**src/rtl/adma_pkg.sv**
```systemverilog
// Shared ADMA definitions: direction encodings, request-queue FSM states and the
// queued command payload.
package adma_pkg;

  localparam logic DIR_RAM_TO_FIFO = 1'b1;
  localparam logic DIR_FIFO_TO_RAM = 1'b0;

  localparam int unsigned CMD_ADDR_WIDTH = 64;
  localparam int unsigned CMD_LEN_WIDTH  = 16;

  typedef enum logic [1:0] {
    ST_IDLE,
    ST_ISSUE,
    ST_WAIT_DONE,
    ST_GAP
  } rq_state_t;

  typedef struct packed {
    logic                      direction;
    logic [CMD_LEN_WIDTH-1:0]  length;
    logic [CMD_ADDR_WIDTH-1:0] address;
  } cmd_t;

endpackage

```
**src/rtl/transfer_request_queue_if.sv**
```systemverilog
// Command-source / transfer-engine bundle for the transfer request queue.
interface transfer_request_queue_if #(
  parameter int unsigned ADDR_WIDTH = 64,
  parameter int unsigned LEN_WIDTH  = 16,
  parameter int unsigned DEPTH      = 4
);
  localparam int unsigned COUNT_W = $clog2(DEPTH + 1);

  logic                  push;
  logic                  push_direction;
  logic [LEN_WIDTH-1:0]  push_length;
  logic [ADDR_WIDTH-1:0] push_address;
  logic                  flush;
  logic                  transfer_done;
  logic                  start;
  logic                  direction;
  logic [LEN_WIDTH-1:0]  length;
  logic [ADDR_WIDTH-1:0] address_init;
  logic                  busy;
  logic                  full;
  logic [COUNT_W-1:0]    count;
  logic                  overflow;
  logic                  bad_len;

  modport master (
    output push, push_direction, push_length, push_address, flush, transfer_done,
    input  start, direction, length, address_init, busy, full, count, overflow, bad_len
  );

  modport slave (
    input  push, push_direction, push_length, push_address, flush, transfer_done,
    output start, direction, length, address_init, busy, full, count, overflow, bad_len
  );

endinterface

```
**src/rtl/transfer_request_queue_cmd_fifo.sv**
```systemverilog
// DEPTH-entry synchronous command FIFO with single-cycle flush and registered
// occupancy/full/empty status.
module transfer_cmd_fifo
  import adma_pkg::*;
#(
  parameter int unsigned DEPTH = 4
) (
  input  logic                         clk,
  input  logic                         rst,
  input  logic                         push,
  input  logic                         pop,
  input  logic                         flush,
  input  cmd_t                         wdata,
  output cmd_t                         rdata,
  output logic                         full,
  output logic                         empty,
  output logic [$clog2(DEPTH+1)-1:0]   count
);

  localparam int unsigned PTR_W = $clog2(DEPTH);
  localparam int unsigned CNT_W = $clog2(DEPTH + 1);

  cmd_t             mem [DEPTH];
  logic [PTR_W-1:0] wr_ptr;
  logic [PTR_W-1:0] rd_ptr;
  logic             do_push_c;
  logic             do_pop_c;
  logic [CNT_W-1:0] count_nxt_c;

  // Full is judged on the pre-pop occupancy, so a push into a full queue is lost
  assign do_push_c = push && !full && !flush;
  assign do_pop_c  = pop && !empty && !flush;

  always_comb begin
    count_nxt_c = count;
    if (flush) begin
      count_nxt_c = '0;
    end else begin
      count_nxt_c = count + CNT_W'(do_push_c) - CNT_W'(do_pop_c);
    end
  end

  always_ff @(posedge clk) begin
    if (rst) begin
      wr_ptr <= '0;
      rd_ptr <= '0;
      count  <= '0;
      full   <= 1'b0;
      empty  <= 1'b1;
    end else begin
      if (flush) begin
        wr_ptr <= '0;
        rd_ptr <= '0;
      end else begin
        if (do_push_c) wr_ptr <= wr_ptr + PTR_W'(1);
        if (do_pop_c)  rd_ptr <= rd_ptr + PTR_W'(1);
      end
      count <= count_nxt_c;
      full  <= (count_nxt_c == CNT_W'(DEPTH));
      empty <= (count_nxt_c == '0);
    end
  end

  always_ff @(posedge clk) begin
    if (do_push_c) mem[wr_ptr] <= wdata;
  end

  assign rdata = mem[rd_ptr];

endmodule

```
**src/rtl/transfer_request_queue.sv**
```systemverilog
// Queued transfer-request generator: issues each command as a one-cycle start
// pulse, waits for completion, then holds off for GAP_CYCLES before the next.
module transfer_request_queue
  import adma_pkg::*;
#(
  parameter int unsigned ADDR_WIDTH = 64,
  parameter int unsigned LEN_WIDTH  = 16,
  parameter int unsigned DEPTH      = 4,
  parameter int unsigned GAP_CYCLES = 8
) (
  input  logic                       CLK,
  input  logic                       RESET,
  transfer_request_queue_if.slave    bus
);

  localparam int unsigned COUNT_W = $clog2(DEPTH + 1);
  localparam int unsigned GAP_W   = (GAP_CYCLES > 1) ? $clog2(GAP_CYCLES) : 1;

  rq_state_t            state;
  logic                 start;
  logic                 direction;
  logic [LEN_WIDTH-1:0] length;
  logic [ADDR_WIDTH-1:0] address_init;
  logic                 busy;
  logic                 overflow;
  logic                 bad_len;
  logic                 done_q;
  logic [GAP_W-1:0]     gap_cnt;

  cmd_t                 cmd_in_c;
  cmd_t                 head;
  logic                 push_live_c;
  logic                 len_zero_c;
  logic                 push_ok_c;
  logic                 fifo_full;
  logic                 fifo_empty;
  logic [COUNT_W-1:0]   fifo_count;

  assign len_zero_c  = (bus.push_length == '0);
  assign push_live_c = bus.push && !bus.flush;
  assign push_ok_c   = push_live_c && !fifo_full && !len_zero_c;

  assign cmd_in_c.direction = bus.push_direction;
  assign cmd_in_c.length    = CMD_LEN_WIDTH'(bus.push_length);
  assign cmd_in_c.address   = CMD_ADDR_WIDTH'(bus.push_address);

  transfer_cmd_fifo #(.DEPTH(DEPTH)) u_fifo (
    .clk   (CLK),
    .rst   (RESET),
    .push  (push_ok_c),
    .pop   (state == ST_ISSUE),
    .flush (bus.flush),
    .wdata (cmd_in_c),
    .rdata (head),
    .full  (fifo_full),
    .empty (fifo_empty),
    .count (fifo_count)
  );

  // Completion is only accepted while a transfer is outstanding
  always_ff @(posedge CLK) begin
    if (RESET) begin
      state        <= ST_IDLE;
      start        <= 1'b0;
      direction    <= DIR_RAM_TO_FIFO;
      length       <= '0;
      address_init <= '0;
      busy         <= 1'b0;
      overflow     <= 1'b0;
      bad_len      <= 1'b0;
      done_q       <= 1'b0;
      gap_cnt      <= '0;
    end else begin
      start  <= 1'b0;
      done_q <= bus.transfer_done && (state == ST_WAIT_DONE);
      if (push_live_c && fifo_full) overflow <= 1'b1;
      if (push_live_c && len_zero_c) bad_len <= 1'b1;

      case (state)
        ST_IDLE: begin
          if (!fifo_empty) begin
            state        <= ST_ISSUE;
            start        <= 1'b1;
            busy         <= 1'b1;
            direction    <= head.direction;
            length       <= LEN_WIDTH'(head.length);
            address_init <= ADDR_WIDTH'(head.address);
          end
        end
        ST_ISSUE: state <= ST_WAIT_DONE;
        ST_WAIT_DONE: begin
          if (done_q) begin
            if (GAP_CYCLES == 0) begin
              state <= ST_IDLE;
              busy  <= 1'b0;
            end else begin
              state   <= ST_GAP;
              gap_cnt <= GAP_W'(GAP_CYCLES - 1);
            end
          end
        end
        ST_GAP: begin
          if (gap_cnt == '0) begin
            state <= ST_IDLE;
            busy  <= 1'b0;
          end else begin
            gap_cnt <= gap_cnt - GAP_W'(1);
          end
        end
        default: begin
          state <= ST_IDLE;
          busy  <= 1'b0;
        end
      endcase
    end
  end

  assign bus.start        = start;
  assign bus.direction    = direction;
  assign bus.length       = length;
  assign bus.address_init = address_init;
  assign bus.busy         = busy;
  assign bus.full         = fifo_full;
  assign bus.count        = fifo_count;
  assign bus.overflow     = overflow;
  assign bus.bad_len      = bad_len;

endmodule
```
**src/flat_wrapper.sv**
```systemverilog
// flat-port wrapper written by rule: the top's interface ports become plain ports
module transfer_request_queue_flat import adma_pkg::*;
#(
  parameter int unsigned ADDR_WIDTH = 64,
  parameter int unsigned LEN_WIDTH  = 16,
  parameter int unsigned DEPTH      = 4,
  parameter int unsigned GAP_CYCLES = 8
)
  (CLK, RESET, bus_push, bus_push_direction, bus_push_length, bus_push_address, bus_flush, bus_transfer_done, bus_start, bus_direction, bus_length, bus_address_init, bus_busy, bus_full, bus_count, bus_overflow, bus_bad_len);
  transfer_request_queue_if #(.ADDR_WIDTH(ADDR_WIDTH), .LEN_WIDTH(LEN_WIDTH), .DEPTH(DEPTH)) bus_i ();
  input  logic CLK;
  input  logic RESET;
  input wire logic [$bits(bus_i.push)-1:0] bus_push;
  input wire logic [$bits(bus_i.push_direction)-1:0] bus_push_direction;
  input wire logic [$bits(bus_i.push_length)-1:0] bus_push_length;
  input wire logic [$bits(bus_i.push_address)-1:0] bus_push_address;
  input wire logic [$bits(bus_i.flush)-1:0] bus_flush;
  input wire logic [$bits(bus_i.transfer_done)-1:0] bus_transfer_done;
  output wire logic [$bits(bus_i.start)-1:0] bus_start;
  output wire logic [$bits(bus_i.direction)-1:0] bus_direction;
  output wire logic [$bits(bus_i.length)-1:0] bus_length;
  output wire logic [$bits(bus_i.address_init)-1:0] bus_address_init;
  output wire logic [$bits(bus_i.busy)-1:0] bus_busy;
  output wire logic [$bits(bus_i.full)-1:0] bus_full;
  output wire logic [$bits(bus_i.count)-1:0] bus_count;
  output wire logic [$bits(bus_i.overflow)-1:0] bus_overflow;
  output wire logic [$bits(bus_i.bad_len)-1:0] bus_bad_len;
  assign bus_i.push = bus_push;
  assign bus_i.push_direction = bus_push_direction;
  assign bus_i.push_length = bus_push_length;
  assign bus_i.push_address = bus_push_address;
  assign bus_i.flush = bus_flush;
  assign bus_i.transfer_done = bus_transfer_done;
  assign bus_start = bus_i.start;
  assign bus_direction = bus_i.direction;
  assign bus_length = bus_i.length;
  assign bus_address_init = bus_i.address_init;
  assign bus_busy = bus_i.busy;
  assign bus_full = bus_i.full;
  assign bus_count = bus_i.count;
  assign bus_overflow = bus_i.overflow;
  assign bus_bad_len = bus_i.bad_len;
  transfer_request_queue #(.ADDR_WIDTH(ADDR_WIDTH), .LEN_WIDTH(LEN_WIDTH), .DEPTH(DEPTH), .GAP_CYCLES(GAP_CYCLES)) u_core (.CLK(CLK), .RESET(RESET), .bus(bus_i));
endmodule
```
**config.mk**
```make
export PLATFORM = sky130hd
export DESIGN_NAME = transfer_request_queue_flat
export DESIGN_NICKNAME = d
export VERILOG_FILES = /design/src/rtl/adma_pkg.sv /design/src/rtl/transfer_request_queue_if.sv /design/src/rtl/transfer_request_queue_cmd_fifo.sv /design/src/rtl/transfer_request_queue.sv /design/src/flat_wrapper.sv
export SDC_FILE = /design/constraint.sdc
export NUM_CORES = 1
export LEC_CHECK = 0
export CAP_MARGIN = 25
export CORE_UTILIZATION = 35
export DETAILED_ROUTE_END_ITERATION = 8
export SYNTH_ARGS = -nofsm -noshare
export SYNTH_HDL_FRONTEND = slang
export SYNTH_SLANG_ARGS = --single-unit
```
**constraint.sdc**
```tcl
create_clock -name CLK -period 4.8 [get_ports CLK]
set_input_delay 0.72 -clock CLK [delete_from_list [all_inputs] [get_ports CLK]]
set_output_delay 0.72 -clock CLK [all_outputs]
set_load 0.05 [all_outputs]
```
== Word level (Yosys, flattened, before mapping) ==
Memories as Yosys holds them, arrays and structs flattened. A register that Yosys moved wholly into a read port is not among the register bits.
Cells that the tools add are included.

* Flip-flop bits (word level): 19
* Memories: 1
* Memory bits (writable): 324
* Input port bits: 86
* Word-level logic and storage cells: 68
* Output and inout port bits: 89

{| class="wikitable"
|+ Memory list
! memory !! words !! width !! read ports !! clocked after Yosys merged registers in !! wr ports !! line !! text
|-
| u_core.u_fifo.mem || 4 || 81 || 1 || 1 || 1 || transfer_request_queue_cmd_fifo.sv:23 || <nowiki>cmd_t mem [DEPTH];</nowiki>
|}

* Add/subtract/negate cells: 5
* Reductions and logical operators: 26
* Mux-type cells: 14
* Eq/ne operators: 8
* Bitwise gates (word level): 2

{| class="wikitable"
|+ Operators by type and width
! cell !! number
|-
| $logic_not 16->1 || 1
|-
| $logic_and 1x1->1 || 10
|-
| $mux 3 || 3
|-
| $reduce_and 3->1 || 3
|-
| $pmux 2 s4 || 1
|-
| $logic_not 3->1 || 2
|-
| $mux 2 || 3
|-
| $pmux 3 s2 || 1
|-
| $mux 1 || 5
|-
| $add 2x1->2 const B || 2
|-
| $eq 2x2->1 const B || 2
|-
| $logic_not 1->1 || 4
|-
| $ne 2x1->1 const B || 2
|-
| $ne 2x2->1 const B || 2
|-
| $reduce_bool 2->1 || 2
|-
| $reduce_or 2->1 || 2
|-
| $add 3x1->3 || 1
|-
| $eq 3x3->1 const B || 1
|-
| $sub 3x1->3 || 1
|-
| $sub 3x1->3 const B || 1
|-
| $eq 2x1->1 const B || 1
|-
| $logic_not 2->1 || 1
|-
| $not 1->1 || 2
|-
| $pmux 1 s2 || 1
|-
| $reduce_and 2->1 || 1
|}

== Longest topological paths before layout ==
Gate-level depths: netlist of the first run.

* Word-level depth: 10
* Mapped depth: 13

== By module ==
Synthesis of the first run repeated with hierarchy kept, for this count alone.

* Cell total of the unflattened synthesis: 892
* Area, all modules: 15611.2 sq um

{| class="wikitable"
|+ Modules (own cells, without submodules)
! module !! cells each !! sequential area each (sq um) !! instances !! area an instance (sq um)
|-
| transfer_cmd_fifo || 476 || 9949.5 || 1 || 12300.5
|-
| transfer_request_queue || 416 || 1821.7 || 1 || 3310.7
|}

== Least setup slack after synthesis of the first run ==
No wires, ideal clock.

* Path type: input to register
* Start point: in bus_flush
* End point: mem u_core.u_fifo.mem[0][0] (netlist bit) (enable)
* Path buffers: 0
* Required time: 4.351 ns
* Stages on the path: 3
* Setup time: 0.449 ns
* Data arrival time: 3.035 ns
* Path slack: 1.317 ns
* Path through: nand2b_1 > nor2_1 > and3_1

* Word-level cells in the longest chain between the ends: 8

{| class="wikitable"
|+ RTL lines
! element !! line !! text
|-
| from (decl) || flat_wrapper.sv:17 || <nowiki>input wire logic [$bits(bus_i.flush)-1:0] bus_flush;</nowiki>
|-
| $logic_not 1->1 * || transfer_request_queue_cmd_fifo.sv:31, transfer_request_queue.sv:40 ||
|-
| $logic_and 1x1->1 || transfer_request_queue.sv:40 || <nowiki>assign push_live_c = bus.push && !bus.flush;</nowiki>
|-
| $logic_and 1x1->1 (2 in a row) || transfer_request_queue.sv:41 || <nowiki>assign push_ok_c = push_live_c && !fifo_full && !len_zero_c;</nowiki>
|-
| $logic_and 1x1->1 || transfer_request_queue_cmd_fifo.sv:31 || <nowiki>assign do_push_c = push && !full && !flush;</nowiki>
|-
| $logic_and 1x1->1 * || transfer_request_queue_cmd_fifo.sv:31 ||
|-
| $mux 1 * || transfer_request_queue_cmd_fifo.sv:65 || <nowiki>if (do_push_c) mem[wr_ptr] <= wdata;</nowiki>
|-
| $mux 1 (not written as such) * || transfer_request_queue_cmd_fifo.sv:65 ||
|-
| to (decl) || transfer_request_queue_cmd_fifo.sv:23 ||
|}

Mark *: on every way between the ends. The rest lies on a longest branch, timed or not.

== Final worst setup path of the first run ==
* Start point: in bus_push_length[1]
* End point: reg u_core.u_fifo.empty

* Word-level cells in the longest chain between the ends: 9

{| class="wikitable"
|+ RTL lines
! element !! line !! text
|-
| from (decl) || flat_wrapper.sv:15 || <nowiki>input wire logic [$bits(bus_i.push_length)-1:0] bus_push_length;</nowiki>
|-
| $logic_not 16->1 || transfer_request_queue.sv:39 || <nowiki>assign len_zero_c = (bus.push_length == '0);</nowiki>
|-
| $logic_not 1->1 || transfer_request_queue.sv:41 ||
|-
| $logic_and 1x1->1 || transfer_request_queue.sv:41 ||
|-
| $logic_and 1x1->1 (2 in a row) || transfer_request_queue_cmd_fifo.sv:31 ||
|-
| $add 3x1->3 || transfer_request_queue_cmd_fifo.sv:39 || <nowiki>count_nxt_c = count + CNT_W'(do_push_c) - CNT_W'(do_pop_c);</nowiki>
|-
| $sub 3x1->3 || transfer_request_queue_cmd_fifo.sv:39 ||
|-
| $mux 3 || transfer_request_queue_cmd_fifo.sv:36 || <nowiki>if (flush) begin</nowiki>
|-
| $logic_not 3->1 || transfer_request_queue_cmd_fifo.sv:60 || <nowiki>empty <= (count_nxt_c == '0);</nowiki>
|-
| to (signal assigned) || transfer_request_queue_cmd_fifo.sv:60 ||
|-
| to (decl) || transfer_request_queue_cmd_fifo.sv:16 || <nowiki>output logic empty,</nowiki>
|}

Every way passes these cells.
A chain may end at the register's enable or synchronous reset.

==> summary.md, run 1 <==
| Metric | Value |
|---|---|
| Result of the run | complete, no violations |
| P&R area growth vs syn | 25.2% |
| Required time at the worst-slack endpoint | 5.27 ns |
| Max capacitance violation total | 0 |
| Buffers from clock root to sink, at most | 3 |
| Largest cells by area after synthesis | sky130_fd_sc_hd__edfxtp_1 63%, sky130_fd_sc_hd__dfxtp_1 13%, sky130_fd_sc_hd__mux4_2 12% |
| Standby leakage power | 6.08 nW |
| Gate count after technology mapping | ~890 |
| Vertical die dimension | 212 um |
| Mean number of vias per cell | 4.77 |
| WL/cell | ~20 um |
| Tightest hold margin | between 0.4 and 0.5 ns |
| Class of the tightest hold or removal check | flip-flop to flip-flop |
| Post-Synthesis Net Count | just under 1,000 |
| Clock period minus final worst setup slack | between 3 and 4 ns |
| Sum Neg Setup Slack | 0 ns |
| Compound-Gate Fraction of Synth Area | under 10% |
| HPWL after detailed placement | roughly 19 mm |
| Share of synthesized registers carrying an async set or reset | 0% |
| Adder-cell share of the synthesized area | roughly 1.1% |
| Dominant combinational cell family by area after synthesis | multiplexers |
| Core outline area | ~43,000 sq um |
| H-tree levels | 2 |
| Post-synthesis mux area share | between 10% and 20% |
| Via count | 8,090 |
| CTS tree | done |
| Non-filler instance count after layout | around 1,700 |
| Iter 0 DRT Violations | around 350 |
| Worst Slack Setup Final | approximately 1.4 ns |
| Critical path class | primary input to flip-flop |
| RSZ-0062 raised after global routing | no |
| Number of I/O port buffers | 174 |
| Placed cell count | between 1,500 and 2,000 |
| Crit-path most repeated cell | sky130_fd_sc_hd__inv_1 |
| Cell at the root of the clock tree | sky130_fd_sc_hd__clkbuf_16 |
| CP max FO | 5 |
| Number of top-level pins | roughly 180 |
| Post-synthesis instance area | around 15,000 sq um |
| Register area share after synthesis | about three quarters |
| Die X-Extent | ~210 um |
| FF-to-FF setup slack | 2.23 ns |
| Most used DFF post-synth | sky130_fd_sc_hd__edfxtp_1 |
| Remaining design rule violation count | 0 |
| Type of origin of the critical path | primary input |
| FP Rows | 76 |
| Pre-antenna DRT Iters | 4 |
| Synth Area in Simple Gates | 5.70% |
| Area enclosed by the die boundary | 45,000 sq um |
| Gr ovfl total | 0 |
| Share of final-layout standard cells stronger than drive strength 1 | about 16% |
| Pin count of the biggest net entering global routing | 83 |
| Insertion delay of the later-clocked pin in the worst-skew pair | approximately 0.56 ns |
| Critical Path Max Stage Delay | 0.72 ns |
| Post-cts hold buffer count | 0 |
| Initial core utilization | between 30% and 40% |
| Most numerous cell types in the synthesized netlist | 324 x sky130_fd_sc_hd__edfxtp_1, 167 x sky130_fd_sc_hd__nand2_1, 100 x sky130_fd_sc_hd__dfxtp_1 |
| Sort of element at the end of the critical path | flip-flop |
| Worst Path Arrival | a little under 4 ns |
| Vias in the first global route | 8,701 |
| Final antenna-violating net count | 0 |
| Yosys Warn Count | 0 |
| Post-route clock period utilization | about 71% |
| Count of cell types in the netlist | 34 |
| Post-synthesis cell type with the largest combined area | sky130_fd_sc_hd__edfxtp_1 |
| Worst-case setup slack after placement | 0.749 ns |
| Crit path cell chain | clkdlybuf4s50_1, nor4_1, and4_1, nor3_1, inv_1, ha_1, inv_1, ha_1, inv_1, fa_1, xor2_1, xnor2_1, nor2_1, nor3_1 |
| Count of instances resized after the clock tree is built | 0 |
| Setup Viol. Count Final | 0 |
| Number of synthesized register bits | approximately 420 |
| Pin slew with the least headroom to its limit | ~1 ns |
| Antenna violations before repair | 2 |
| Largest delay contributor family on the critical path | simple AND/OR/NAND/NOR gates |
| Maximum clock skew at final layout | ~0.016 ns |
| Max IR drop VDD | around 0.22 mV |
| Power density over the cells | 426 nW/um^2 |
| Worst slew slack as a fraction of its limit | 33.4% |
| Nets | around 1,200 |
| Buffers inserted during post-CTS setup optimization | 0 |
| TritonCTS buffer count | 45 |
| Total global-route track usage | between 10% and 20% |
| Wire length of the first global-routing pass | approximately 51 mm |
| Final Max Slew Viols | 0 |
| Sink count of the clock tree | 424 |
| Number of enable-type register cells in the synthesized netlist | ~320 |
| Final WL | 33.2 mm |
| Endpoints failing hold | 0 |
| Buf+Inv Stages, Crit Path | 4 |
| Post-synthesis area per instance | between 15 and 20 sq um |
| CP max-delay cell | sky130_fd_sc_hd__nor4_1 |
| Post-layout util | 44.7% |
| Top-area cell type share of the netlist area | 63.0% |
| Clock transition at the registers of the reported paths | 0.06 ns |
| Synth Area in XOR/XNOR | less than 1% |
| GPL Wtd Cong | ~0.73 |
| Highest clock rate | slightly below 0.3 GHz |
| Count leader, synth | sky130_fd_sc_hd__edfxtp_1 |
==> final cells by class <==
cell class / instances / area, sq um
clock inverters: 34 / 350
well taps: 585 / 732
multi-input cells: 406 / 3450
fillers: 3855 / 23900
flip-flops and latches: 424 / 11700
clock buffers: 50 / 1150
repair buffers: 185 / 1870
diodes: 1 / 2.50
inverters: 10 / 37.5
==> report_power, final <==
| group | total, mW | switching (mW) | leakage, nW | internal [mW] |
|---|---|---|---|---|
| Clock | 3.49 | 1.42 | 0.734 | 2.07 |
| Combinational | 0.661 | 0.411 | 1.59 | 0.250 |
| Sequential | 4.09 | 0.0456 | 3.75 | 4.05 |
==> path summary, 6_finish.rpt <==
kind | start | to | cells after the start
min | u_core.bus.address_init[49]$_SDFFE_PP0P_ | u_core.bus.address_init[49]$_SDFFE_PP0P_ | 2
max | bus_push_length[1] | u_core.u_fifo.empty$_SDFF_PP1_ | 14
max reg2reg | u_core.state[1]$_SDFFE_PP0P_ | u_core.u_fifo.empty$_SDFF_PP1_ | 12
min reg2reg | u_core.bus.address_init[49]$_SDFFE_PP0P_ | u_core.bus.address_init[49]$_SDFFE_PP0P_ | 2
==> layout by cell type, fill, tap and decap left out, types with 3 or more instances in the layout <==
cell                              instances
sky130_fd_sc_hd__nand4_1                  3
sky130_fd_sc_hd__inv_1                   10
sky130_fd_sc_hd__nor2_1                  11
sky130_fd_sc_hd__nand2b_1                 5
sky130_fd_sc_hd__clkdlybuf4s50_1        173
sky130_fd_sc_hd__clkinvlp_4               4
sky130_fd_sc_hd__clkinv_1                 8
sky130_fd_sc_hd__nor4_1                   5
sky130_fd_sc_hd__buf_4                    9
sky130_fd_sc_hd__mux4_2                  81
sky130_fd_sc_hd__bufinv_16                6
sky130_fd_sc_hd__clkbuf_16               45
sky130_fd_sc_hd__ha_1                    12
sky130_fd_sc_hd__o21ai_0                  4
sky130_fd_sc_hd__edfxtp_1               324
sky130_fd_sc_hd__and3_4                   4
sky130_fd_sc_hd__dfxtp_1                 98
sky130_fd_sc_hd__a21oi_1                 86
sky130_fd_sc_hd__nor2b_1                  3
sky130_fd_sc_hd__a211oi_1                 3
sky130_fd_sc_hd__nand2_1                167
sky130_fd_sc_hd__nor3_1                   3
sky130_fd_sc_hd__clkbuf_1                 4
sky130_fd_sc_hd__clkinv_2                12
==> sequential cells by signal, summed over array words and instances (netlist names) <==
register and cells:
u_core.u_fifo.count 3, u_core.bus.bad_len 1, u_core.bus.start 1, u_core.gap_cnt 3, u_core.bus.direction 1, u_core.state 2
u_core.bus.overflow 1, u_core.u_fifo.empty 1, u_core.bus.busy 1, u_core.done_q 1, u_core.u_fifo.mem 324, u_core.u_fifo.wr_ptr 2
u_core.u_fifo.rd_ptr 2, u_core.bus.address_init 64, u_core.bus.length 16, u_core.u_fifo.full 1
==> metrics by stage <==
stage,total power [mW],area (sq um)
5_1_grt,8.54,19300
4_1_cts,8.36,19300
2_1_floorplan,4.55,15400
3_5_place_dp,4.83,17800
6_report,8.24,19300
3_3_place_gp,4.83,17800
==> worst register-to-register path, stage by stage (launching register included) <==
cell	delay, ns
sky130_fd_sc_hd__dfxtp_1	0.34
sky130_fd_sc_hd__inv_1	0.08
sky130_fd_sc_hd__ha_1	0.15
sky130_fd_sc_hd__nor3b_1	0.38
sky130_fd_sc_hd__ha_1	0.31
sky130_fd_sc_hd__inv_1	0.06
sky130_fd_sc_hd__ha_1	0.12
sky130_fd_sc_hd__inv_1	0.05
sky130_fd_sc_hd__fa_1	0.40
sky130_fd_sc_hd__xor2_1	0.16
sky130_fd_sc_hd__xnor2_1	0.19
sky130_fd_sc_hd__nor2_1	0.08
sky130_fd_sc_hd__nor3_1	0.18
==> logic make-up (layout without fill, tap and decap cells) <==
logic type | Yosys count | count (layout)
buffers and inverters | 56 | 279
AOI/OAI and AO/OA | 96 | 96
adders and majority gates | 13 | 13
DFF | 424 | 424
other | 0 | 1
xor gates and xnor gates | 4 | 4
muxes | 82 | 82
and+or+nand+nor | 211 | 211
==> layer usage <==
metal | routed length (um) | up-vias | global-route usage [%]
met4 | 665 | 2 | 4.77
met1 | 14300 | 4080 | 19.1
met3 | 1790 | 51 | 3.26
met2 | 16500 | 210 | 25.8
met5 | 13 | - | 0
li1 | - | 3747 | -
No activity file was read; power rests on OpenSTA's default activity.
==> inputs of run 2 (changes only) <==
clock period = 3.5 ns   (was 4.8 ns; I/O delays follow)
==> summary.md, run 2 (same netlist as run 1, synthesis figures left out) <==
| Metric | Value |
|---|---|
| Result of the run | complete, no violations (unchanged) |
| Final WL | 32.7 mm (was 33.2 mm) |
| Share of final-layout standard cells stronger than drive strength 1 | 17.5% (was 15.7%) |
| Nets | 1,191 (was 1,171) |
| H-tree levels | 2 (unchanged) |
| Endpoints failing hold | 0 (unchanged) |
| Number of I/O port buffers | 174 (unchanged) |
| Wire length of the first global-routing pass | 50.2 mm (was 50.7 mm) |
| P&R area growth vs syn | 26.6% (was 25.2%) |
| Post-cts hold buffer count | 0 (unchanged) |
| Cell at the root of the clock tree | sky130_fd_sc_hd__clkbuf_16 (unchanged) |
| Setup Viol. Count Final | 0 (unchanged) |
| GPL Wtd Cong | 0.724 (was 0.730) |
| Count of instances resized after the clock tree is built | 0 (unchanged) |
| RSZ-0062 raised after global routing | no (unchanged) |
| Die X-Extent | 212 um (unchanged) |
| Placed cell count | 1,630 (was 1,609) |
| Vias in the first global route | 8,598 (was 8,701) |
| Highest clock rate | about 0.34 GHz |
| Sink count of the clock tree | 424 (unchanged) |
| Class of the tightest hold or removal check | primary input to flip-flop (was flip-flop to flip-flop) |
| Clock transition at the registers of the reported paths | 0.06 ns (about the same) |
| Pin count of the biggest net entering global routing | 56 (was 83) |
| Max FFs per register | 324 (unchanged) |
| Maximum clock skew at final layout | 0.0249 ns (was 0.0157 ns) |
| CP max FO | 5 (unchanged) |
| Non-filler instance count after layout | 1,713 (was 1,695) |
| Mean number of vias per cell | 4.76 (was 4.77) |
| Largest register by flop count | u_core.u_fifo.mem (unchanged) |
| Area enclosed by the die boundary | 45,000 sq um (unchanged) |
| Crit path cell chain | clkdlybuf4s50_1, nor4_1, buf_4, and4_1, nor3_1, inv_1, ha_1, inv_1, ha_1, inv_1, fa_1, xor2_1, xnor2_1, nor2_1, nor3_1 (was clkdlybuf4s50_1, nor4_1, and4_1, nor3_1, inv_1, ha_1, inv_1, ha_1, inv_1, fa_1, xor2_1, xnor2_1, nor2_1, nor3_1) |
| FP Rows | 76 (unchanged) |
| Final antenna-violating net count | 0 (unchanged) |
| Max IR drop VDD | 0.289 mV (was 0.223 mV) |
| Post-route clock period utilization | around 83% |
| Power density over the cells | 578 nW/um^2 (was 426 nW/um^2) |
| Critical Path Max Stage Delay | 0.56 ns (was 0.72 ns) |
| Most frequent cells in the layout | 324 x sky130_fd_sc_hd__edfxtp_1, 173 x sky130_fd_sc_hd__clkdlybuf4s50_1, 167 x sky130_fd_sc_hd__nand2_1, 98 x sky130_fd_sc_hd__dfxtp_1, 86 x sky130_fd_sc_hd__a21oi_1 (unchanged) |
| Critical path class | primary input to flip-flop (unchanged) |
| Worst-case setup slack after placement | 0.0632 ns (was 0.749 ns) |
| Insertion delay of the later-clocked pin in the worst-skew pair | 0.57 ns (was 0.56 ns) |
| Total global-route track usage | 14.9% (was 15.1%) |
| Required time at the worst-slack endpoint | 3.97 ns (was 5.27 ns) |
| Core outline area | 43,300 sq um (unchanged) |
| Worst slew slack as a fraction of its limit | 52.3% (was 33.4%) |
| Pre-antenna DRT Iters | 6 (was 4) |
| Pin slew with the least headroom to its limit | 0.715 ns (was 0.999 ns) |
| Gr ovfl total | 0 (unchanged) |
| Initial core utilization | 35.7% (unchanged) |
| Vertical die dimension | 212 um (unchanged) |
| Most common cell after layout, fill and taps aside | sky130_fd_sc_hd__edfxtp_1 (unchanged) |
| Registers with the most flip-flops | u_core.u_fifo.mem (324), u_core.bus.address_init (64), u_core.bus.length (16) (unchanged) |
| Buffers from clock root to sink, at most | 3 (unchanged) |
| Via count | 8,152 (was 8,090) |
| CP max-delay cell | sky130_fd_sc_hd__clkdlybuf4s50_1 (was sky130_fd_sc_hd__nor4_1) |
| Crit-path most repeated cell | sky130_fd_sc_hd__inv_1 (unchanged) |
| Remaining design rule violation count | 0 (unchanged) |
| Sort of element at the end of the critical path | flip-flop (unchanged) |
| Iter 0 DRT Violations | 486 (was 347) |
| Final antenna diode count | 0 (was 1) |
| Standby leakage power | 6.20 nW (was 6.08 nW) |
| WL/cell | 19.1 um (was 19.6 um) |
| CTS tree | done (unchanged) |
| Antenna violations before repair | 1 (was 2) |
| Number of top-level pins | 175 (unchanged) |
| Clock period minus final worst setup slack | roughly 2.9 ns |
| TritonCTS buffer count | 45 (unchanged) |
| Worst Path Arrival | 3.38 ns (was 3.85 ns) |
| Sum Neg Setup Slack | 0 ns (unchanged) |
| Type of origin of the critical path | primary input (unchanged) |
| Max capacitance violation total | 0 (unchanged) |
| Buffers inserted during post-CTS setup optimization | 0 (unchanged) |
| HPWL after detailed placement | 19.9 mm (was 19.4 mm) |
| Worst Slack Setup Final | 0.594 ns (was 1.41 ns) |
| Final Max Slew Viols | 0 (unchanged) |
==> run 2: where the power goes <==
group / internal [mW] / switching, mW / total (mW)
sequential: 5.55 / 0.0624 / 5.61
clock: 2.83 / 1.94 / 4.77
combinational: 0.354 / 0.567 / 0.920
==> run 2: worst max-delay path: cells and delay by family <==
| family | cells | cell delay, ns |
|---|---|---|
| AND/OR/NAND/NOR | 5 | 0.78 |
| buffers and inverters | 5 | 0.91 |
| XOR/XNOR | 2 | 0.34 |
| adder cells (fa/ha/maj) | 3 | 0.80 |
==> run 2: worst paths after layout <==
check,from,slack [ns],endpoint,cells past startpoint
setup / recovery,bus_push_length[1],0.59,u_core.u_fifo.empty$_SDFF_PP1_,15
hold / removal,RESET,0.37,u_core.bus.overflow$_SDFFE_PP0P_,2
setup reg to reg,u_core.state[1]$_SDFFE_PP0P_,0.91,u_core.u_fifo.empty$_SDFF_PP1_,12
hold reg to reg,u_core.bus.length[7]$_SDFFE_PP0P_,0.45,u_core.bus.length[7]$_SDFFE_PP0P_,2
==> run 2: per-layer routing <==
layer / global-route usage [%] / wire [um]
met2: 24.4 / 15800
met5: 0 / 13
met4: 5.22 / 711
met3: 3.13 / 1620
met1: 19.7 / 14500
==> run 2: layout make-up <==
cell class	instances	area [sq um]
sequential	424	11700
tap	585	732
clock buffer	65	1340
clock inverter	18	175
timing repair buffer	205	2080
inverter	10	37.5
multi-input combinational	406	3450
fill	3754	23700
==> run 2: per-stage QoR <==
stage | hold WS [ns] | area [sq um] | util, % | power, mW
finish | 0.366 | 19600 | 45.2 | 11.3
global route | 0.380 | 19600 | 45.2 | 11.7
floorplan | 0.438 | 15400 | - | 6.24
global placement | 0.443 | 18000 | 41.6 | 6.63
CTS | 0.340 | 19600 | 45.2 | 11.5
detailed placement | 0.447 | 18000 | 41.7 | 6.65
